File: src/rtl/mem_alu_pkg.sv
// Shared encodings for the register-file/ALU block: ALU function codes,
// flag bit positions and the sequencer state type.
package mem_alu_pkg;

   localparam logic [1:0] FUNC_ADD = 2'b00;
   localparam logic [1:0] FUNC_SUB = 2'b01;
   localparam logic [1:0] FUNC_AND = 2'b10;
   localparam logic [1:0] FUNC_OR  = 2'b11;

   localparam int FLAG_Z = 3;
   localparam int FLAG_N = 2;
   localparam int FLAG_C = 1;
   localparam int FLAG_V = 0;

   typedef enum logic [1:0] {
      IDLE = 2'd0,
      READ = 2'd1,
      EXEC = 2'd2,
      WB   = 2'd3
   } state_t;

endpackage

File: src/rtl/mem_alu_if.sv
// Host write/read port and op-request port of mem_alu_unit. The master is
// the host/test controller; the slave is the unit itself.
interface mem_alu_if #(
   parameter int DATA_W = 8,
   parameter int ADDR_W = 5
);
   logic              wr_en;
   logic              wr_ready;
   logic [ADDR_W-1:0] wr_addr;
   logic [DATA_W-1:0] wr_data;
   logic [ADDR_W-1:0] rd_addr;
   logic [DATA_W-1:0] rd_data;
   logic              op_valid;
   logic              op_ready;
   logic [1:0]        op_func;
   logic [ADDR_W-1:0] op_src_a;
   logic [ADDR_W-1:0] op_src_b;
   logic [ADDR_W-1:0] op_dst;
   logic [DATA_W-1:0] result;
   logic [3:0]        flags;
   logic              done;

   modport master (
      output wr_en, wr_addr, wr_data, rd_addr,
             op_valid, op_func, op_src_a, op_src_b, op_dst,
      input  wr_ready, rd_data, op_ready, result, flags, done
   );

   modport slave (
      input  wr_en, wr_addr, wr_data, rd_addr,
             op_valid, op_func, op_src_a, op_src_b, op_dst,
      output wr_ready, rd_data, op_ready, result, flags, done
   );
endinterface

File: src/rtl/mem_alu_core.sv
// Combinational ALU: ADD/SUB/AND/OR modulo 2**DATA_W with {Z,N,C,V} flags.
module mem_alu_core
   import mem_alu_pkg::*;
#(
   parameter int DATA_W = 8
) (
   input  logic [DATA_W-1:0] op_a,
   input  logic [DATA_W-1:0] op_b,
   input  logic [1:0]        func,
   output logic [DATA_W-1:0] result,
   output logic [3:0]        flags
);

   logic [DATA_W:0] sum;
   logic            carry;
   logic            ovf;

   always_comb begin
      sum    = '0;
      carry  = 1'b0;
      ovf    = 1'b0;
      result = '0;
      case (func)
         FUNC_ADD: begin
            sum    = {1'b0, op_a} + {1'b0, op_b};
            result = sum[DATA_W-1:0];
            carry  = sum[DATA_W];
            ovf    = (op_a[DATA_W-1] == op_b[DATA_W-1]) && (result[DATA_W-1] != op_a[DATA_W-1]);
         end
         FUNC_SUB: begin
            // a + ~b + 1, so the carry out doubles as "no borrow" (a >= b)
            sum    = {1'b0, op_a} + {1'b0, ~op_b} + (DATA_W+1)'(1);
            result = sum[DATA_W-1:0];
            carry  = sum[DATA_W];
            ovf    = (op_a[DATA_W-1] != op_b[DATA_W-1]) && (result[DATA_W-1] != op_a[DATA_W-1]);
         end
         FUNC_AND: result = op_a & op_b;
         default:  result = op_a | op_b;
      endcase
      flags         = '0;
      flags[FLAG_Z] = (result == '0);
      flags[FLAG_N] = result[DATA_W-1];
      flags[FLAG_C] = carry;
      flags[FLAG_V] = ovf;
   end

endmodule

File: src/rtl/mem_alu_unit.sv
// Register file with host write/registered read port and a 4-state ALU sequencer.
// Optional build macro MEM_ALU_ZERO_REG_EN hard-wires address 0 to zero.
//
// state | meaning
// IDLE  | waiting for op_valid; op fields latched on accept
// READ  | operands fetched from the array at the end of this cycle
// EXEC  | ALU result and flags registered at the end of this cycle
// WB    | done=1, host writes stalled, result written to array[dst]
module mem_alu_unit
   import mem_alu_pkg::*;
#(
   parameter int DATA_W = 8,
   parameter int ADDR_W = 5,
   parameter int DEPTH  = 32
) (
   input logic     clk,
   input logic     rst,
   mem_alu_if.slave bus
);

   logic [DATA_W-1:0] mem [DEPTH];

   state_t            state;
   state_t            state_nxt;
   logic [1:0]        func_q;
   logic [ADDR_W-1:0] src_a_q;
   logic [ADDR_W-1:0] src_b_q;
   logic [ADDR_W-1:0] dst_q;
   logic [DATA_W-1:0] op_a_q;
   logic [DATA_W-1:0] op_b_q;
   logic [DATA_W-1:0] result_q;
   logic [DATA_W-1:0] rd_data_q;
   logic [DATA_W-1:0] alu_result;
   logic [3:0]        flags_q;
   logic [3:0]        alu_flags;
   logic              accept;
   logic              host_we;
   logic              wb_we;

   // Addresses outside the array (and addr 0 when hard-wired) neither store nor read back
   function automatic logic live_addr(input logic [ADDR_W-1:0] a);
`ifdef MEM_ALU_ZERO_REG_EN
      return (int'(a) < DEPTH) && (a != '0);
`else
      return int'(a) < DEPTH;
`endif
   endfunction

   function automatic logic [DATA_W-1:0] fetch(input logic [ADDR_W-1:0] a);
      if (!live_addr(a))
         return '0;
      return mem[a];
   endfunction

   always_comb begin
      state_nxt = state;
      case (state)
         IDLE:    if (bus.op_valid) state_nxt = READ;
         READ:    state_nxt = EXEC;
         EXEC:    state_nxt = WB;
         default: state_nxt = IDLE;
      endcase
   end

   assign accept       = (state == IDLE) && bus.op_valid;
   assign host_we      = bus.wr_en && (state != WB) && live_addr(bus.wr_addr);
   assign wb_we        = (state == WB) && !rst && live_addr(dst_q);

   assign bus.op_ready = (state == IDLE);
   assign bus.done     = (state == WB);
   assign bus.wr_ready = (state != WB);
   assign bus.rd_data  = rd_data_q;
   assign bus.result   = result_q;
   assign bus.flags    = flags_q;

   mem_alu_core #(.DATA_W(DATA_W)) u_core (
      .op_a   (op_a_q),
      .op_b   (op_b_q),
      .func   (func_q),
      .result (alu_result),
      .flags  (alu_flags)
   );

   always_ff @(posedge clk) begin
      if (rst) begin
         state     <= IDLE;
         rd_data_q <= '0;
         result_q  <= '0;
         flags_q   <= '0;
      end else begin
         state     <= state_nxt;
         rd_data_q <= fetch(bus.rd_addr);
         if (state == EXEC) begin
            result_q <= alu_result;
            flags_q  <= alu_flags;
         end
      end
   end

   always_ff @(posedge clk) begin
      if (accept) begin
         func_q  <= bus.op_func;
         src_a_q <= bus.op_src_a;
         src_b_q <= bus.op_src_b;
         dst_q   <= bus.op_dst;
      end
      if (state == READ) begin
         op_a_q <= fetch(src_a_q);
         op_b_q <= fetch(src_b_q);
      end
   end

   // Host writes are blocked in WB, so the two write sources never collide
   always_ff @(posedge clk) begin
      if (wb_we)
         mem[dst_q] <= result_q;
      else if (host_we)
         mem[bus.wr_addr] <= bus.wr_data;
   end

endmodule

File: src/flat_wrapper.sv
// flat-port wrapper written by rule: the top's interface ports become plain ports
module mem_alu_unit_flat import mem_alu_pkg::*;
#(
   parameter int DATA_W = 8,
   parameter int ADDR_W = 5,
   parameter int DEPTH  = 32
)
  (clk, rst, bus_wr_en, bus_wr_addr, bus_wr_data, bus_rd_addr, bus_op_valid, bus_op_func, bus_op_src_a, bus_op_src_b, bus_op_dst, bus_wr_ready, bus_rd_data, bus_op_ready, bus_result, bus_flags, bus_done);
  mem_alu_if #(.DATA_W(DATA_W), .ADDR_W(ADDR_W)) bus_i ();
  input logic clk;
  input logic rst;
  input wire logic [$bits(bus_i.wr_en)-1:0] bus_wr_en;
  input wire logic [$bits(bus_i.wr_addr)-1:0] bus_wr_addr;
  input wire logic [$bits(bus_i.wr_data)-1:0] bus_wr_data;
  input wire logic [$bits(bus_i.rd_addr)-1:0] bus_rd_addr;
  input wire logic [$bits(bus_i.op_valid)-1:0] bus_op_valid;
  input wire logic [$bits(bus_i.op_func)-1:0] bus_op_func;
  input wire logic [$bits(bus_i.op_src_a)-1:0] bus_op_src_a;
  input wire logic [$bits(bus_i.op_src_b)-1:0] bus_op_src_b;
  input wire logic [$bits(bus_i.op_dst)-1:0] bus_op_dst;
  output wire logic [$bits(bus_i.wr_ready)-1:0] bus_wr_ready;
  output wire logic [$bits(bus_i.rd_data)-1:0] bus_rd_data;
  output wire logic [$bits(bus_i.op_ready)-1:0] bus_op_ready;
  output wire logic [$bits(bus_i.result)-1:0] bus_result;
  output wire logic [$bits(bus_i.flags)-1:0] bus_flags;
  output wire logic [$bits(bus_i.done)-1:0] bus_done;
  assign bus_i.wr_en = bus_wr_en;
  assign bus_i.wr_addr = bus_wr_addr;
  assign bus_i.wr_data = bus_wr_data;
  assign bus_i.rd_addr = bus_rd_addr;
  assign bus_i.op_valid = bus_op_valid;
  assign bus_i.op_func = bus_op_func;
  assign bus_i.op_src_a = bus_op_src_a;
  assign bus_i.op_src_b = bus_op_src_b;
  assign bus_i.op_dst = bus_op_dst;
  assign bus_wr_ready = bus_i.wr_ready;
  assign bus_rd_data = bus_i.rd_data;
  assign bus_op_ready = bus_i.op_ready;
  assign bus_result = bus_i.result;
  assign bus_flags = bus_i.flags;
  assign bus_done = bus_i.done;
  mem_alu_unit #(.DATA_W(DATA_W), .ADDR_W(ADDR_W), .DEPTH(DEPTH)) u_core (.clk(clk), .rst(rst), .bus(bus_i));
endmodule
File: config.mk
export PLATFORM = sky130hd
export DESIGN_NAME = mem_alu_unit_flat
export DESIGN_NICKNAME = d
export VERILOG_FILES = /design/src/rtl/mem_alu_pkg.sv /design/src/rtl/mem_alu_if.sv /design/src/rtl/mem_alu_core.sv /design/src/rtl/mem_alu_unit.sv /design/src/flat_wrapper.sv
export SDC_FILE = /design/constraint.sdc
export NUM_CORES = 1
export LEC_CHECK = 0
export BUFFER_PORTS_ARGS = -buffer_cell sky130_fd_sc_hd__buf_2
export CAP_MARGIN = 10
export CORE_UTILIZATION = 57
export CTS_CLUSTER_DIAMETER = 200
export DETAILED_ROUTE_END_ITERATION = 7
export PLACE_DENSITY = 0.71
export SYNTH_ARGS = -nofsm -noshare
export SYNTH_HDL_FRONTEND = slang
export SYNTH_SLANG_ARGS = --single-unit
File: constraint.sdc
create_clock -name clk -period 5.8 [get_ports clk]
set_input_delay 0.58 -clock clk [delete_from_list [all_inputs] [get_ports clk]]
set_output_delay 0.58 -clock clk [all_outputs]
set_load 0.05 [all_outputs]
==> flow_metrics.env <==
export IMPL_status="finished clean"
export IMPL_grt_max_degree=65
export IMPL_p_leak_nw=6.17
export IMPL_finalWeightedCongestion=0.924
export IMPL_worst_slack_ns=2.35
export IMPL_synth_seq_cells=310
export IMPL_synth_flop_cell="edfxtp_1"
export IMPL_rows=62
export IMPL_multiInputGateArea_sq_um=7300
export IMPL_route_vias_total=9965
export IMPL_rrSetupSlack_ns=2.35
export IMPL_hp_start="bus_op_dst[4]"
export IMPL_cts_tree="yes"
export IMPL_end_kind="flop"
export IMPL_max_cap_violations=0
export IMPL_nets=1023
export IMPL_dp_hpwl_mm=29.4
export IMPL_avgViaCountPerCell=7.31
export IMPL_r2r_cells=6
export IMPL_fin_crit_sh_pct=59.4
export IMPL_design_die_area_sq_um=30200
export IMPL_tightest_slew_ns=1.26
export IMPL_synth_area_top_cells="edfxtp_1, mux4_2, dfxtp_1"
export IMPL_syn_inst=906
export IMPL_layout_common_cells="edfxtp_1, mux4_2, nor2_1"
export IMPL_port_buffers=61
export IMPL_dr_pass1_iters=5
export IMPL_crit_top_cell="nand2_1"
export IMPL_antenna_found_initial=0
export IMPL_synth_async_reset_ratio_pct=0
export IMPL_die_w_microns=174
export IMPL_synth_top_area_cell="edfxtp_1"
export IMPL_cts_resized=0
export IMPL_max_freq_mhz=290
export IMPL_min_path_type="primary input to flop"
export IMPL_clock_latency_ns=0.53
export IMPL_critPathBufInv=1
export IMPL_drt_iter0_markers=1339
export IMPL_rr_endpoint="u_core.mem[15][5]"
export IMPL_syn2layout_area_growth_pct=10.7
export IMPL_ios=62
export IMPL_clockBufferDepth=3
export IMPL_coreArea_sq_um=28900
export IMPL_place_ws_ns=2.47
export IMPL_slew_headroom_pct=15.7
export IMPL_p_per_area_nw_per_um2=406
export IMPL_avgSynthCellArea_sq_um=18.5
export IMPL_finalSetupViolations=0
export IMPL_finClkSkew_ns=0.0352
export IMPL_rsz0062_at_grt="false"
export IMPL_criticalPathCategory="flop to flop"
export IMPL_drive_gt1_share_pct=41.0
export IMPL_totalWireLength_mm=44.7
export IMPL_clkTransAtPathRegs_ns=0.06
export IMPL_critPathSlowestCell="nor2_1"
export IMPL_cts_root_buf="clkbuf_16"
export IMPL_setup_worst_path_start_class="flop"
export IMPL_min_to="u_core.dst_q[4]"
export IMPL_path_cells="ha_1 -> inv_1 -> nand2_1 -> o21ai_0 -> nand2_1 -> nor2_1"
export IMPL_netlist_area_leader_share_pct=51.7
export IMPL_synth_net_count=975
export IMPL_grt_usage_pct=31.0
export IMPL_fin_setup_tns_ns=0
export IMPL_start_util_pct=58.2
export IMPL_final_common_cell="edfxtp_1"
export IMPL_synth_cell_area_sq_um=16800
export IMPL_post_cts_repair_setup_buffers=0
export IMPL_h_tree_depth=2
export IMPL_slew_violations=0
export IMPL_synth_seq_area_share_pct=54.2
export IMPL_synthDistinctLibCells=50
export IMPL_critical_path_arrival_ns=3.56
export IMPL_slowest_delay_ns=1.04
export IMPL_cp_max_fo=16
export IMPL_hold_viol_final=0
export IMPL_hold_depth=1
export IMPL_rr_startpoint="u_core.state[0]"
export IMPL_ir_drop_mv=0.237
export IMPL_fin_crit_ns=3.45
export IMPL_cts_inserted_buffers=34
export IMPL_num_antenna_cells=0
export IMPL_avgRoutedWirePerCell_microns=32.8
export IMPL_grt_pass1_wl_mm=67.1
export IMPL_crit_family="simple AND/OR/NAND/NOR gates"
export IMPL_grt_pass1_vias=10123
export IMPL_cts_hold_buffers_added=0
export IMPL_num_fill_cells=1950
export IMPL_seq_area_sq_um=9100
export IMPL_cts_sinks=310
export IMPL_drcViolationCount=0
export IMPL_grt_remaining_overflow=0
export IMPL_ant_nets=0
export IMPL_yosys_warnings=0
export IMPL_required_ns=5.92
export IMPL_synth_edff_count=289
export IMPL_die_y_microns=174
==> power by group <==
part	total (W)	switching (W)	internal, W	leakage (nW)
Clock	0.00220	0.000887	0.00131	0.545
Sequential	0.00298	0.000209	0.00278	2.82
Combinational	0.00237	0.00134	0.00103	2.80
==> layer usage <==
metal | GRT usage (%) | wire (microns) | vias up
met3 | 7.94 | 5310 | 112
met2 | 48.7 | 21600 | 772
met4 | 12.0 | 1850 | 0
met1 | 42.2 | 15900 | 5126
li1 | - | - | 3955
met5 | 0 | 0 | -
==> flip-flops by register name, summed over array words and instances, names as in the netlist <==
signal,flops
u_core.op_b_q,8
u_core.state,2
u_core.bus.flags,4
u_core.bus.rd_data,8
u_core.func_q,2
u_core.src_a_q,5
u_core.src_b_q,5
u_core.dst_q,5
u_core.mem,256
u_core.bus.result,7
u_core.op_a_q,8
==> synth_stat cells, drive strengths merged, types with 16 or more instances <==
library cell	number
dfxtp	21
clkbuf	31
o21ai	16
inv	29
ha	28
mux4	241
edfxtp	289
buf	37
mux2i	24
nor2	70
nand2	18
mux2	27
==> layout make-up <==
class                   instances  share of cell area, %
clock buffers                  43                   4.98
clock inverters                18                   1.03
multi-input cells             499                   39.3
inverters                      29                  0.586
flip-flops and latches        310                   49.0
well taps                     384                   2.59
repair buffers                 80                   2.60
==> kinds of logic (layout without fill, tap and decap cells) <==
kind of cell,count (synthesis),count (layout),share of synthesized area [%]
and+or+nand+nor,117,117,3.06
xor gates and xnor gates,5,5,0.261
muxes,292,292,35.6
DFF,310,310,54.2
adders and majority gates,30,30,2.32
buffers and inverters,97,170,2.38
AOI/OAI and AO/OA,55,55,2.22
==> through the flow <==
step	total power (W)	hold slack, ns	std cells	cell area, sq um	util [%]
after floorplan	0.00468	0.514	906	16800	-
after global placement	0.00534	0.449	1300	17400	60.5
after detailed placement	0.00539	0.464	1300	17400	60.5
after CTS	0.00758	0.218	1361	18600	64.3
after global routing	0.00784	0.226	1363	18600	64.4
final	0.00755	0.237	1363	18600	64.4
==> worst reg2reg max path, stage by stage (launching register included) <==
cell and delay [ns]:
dfxtp_1 0.34, ha_1 0.24, inv_1 0.10, nand2_1 0.45, o21ai_0 0.51, nand2_1 0.35, nor2_1 1.04
==> how the worst max path moves through the flow <==
stage	from	cells past startpoint	end	slack [ns]
6_report	u_core.state[0]	6	u_core.mem[15][5]	2.35
4_1_cts	u_core.state[0]	6	u_core.mem[14][0]	2.44
3_5_place_dp	u_core.state[0]	6	u_core.mem[14][4]	2.47
3_3_place_gp	bus_rd_addr[1]	6	u_core.bus.rd_data[2]	2.51
5_1_grt	u_core.state[0]	6	u_core.mem[15][0]	2.25
2_1_floorplan	u_core.state[0]	7	u_core.mem[24][0]	2.82
Note: power is estimated with default switching activity, not from simulation.
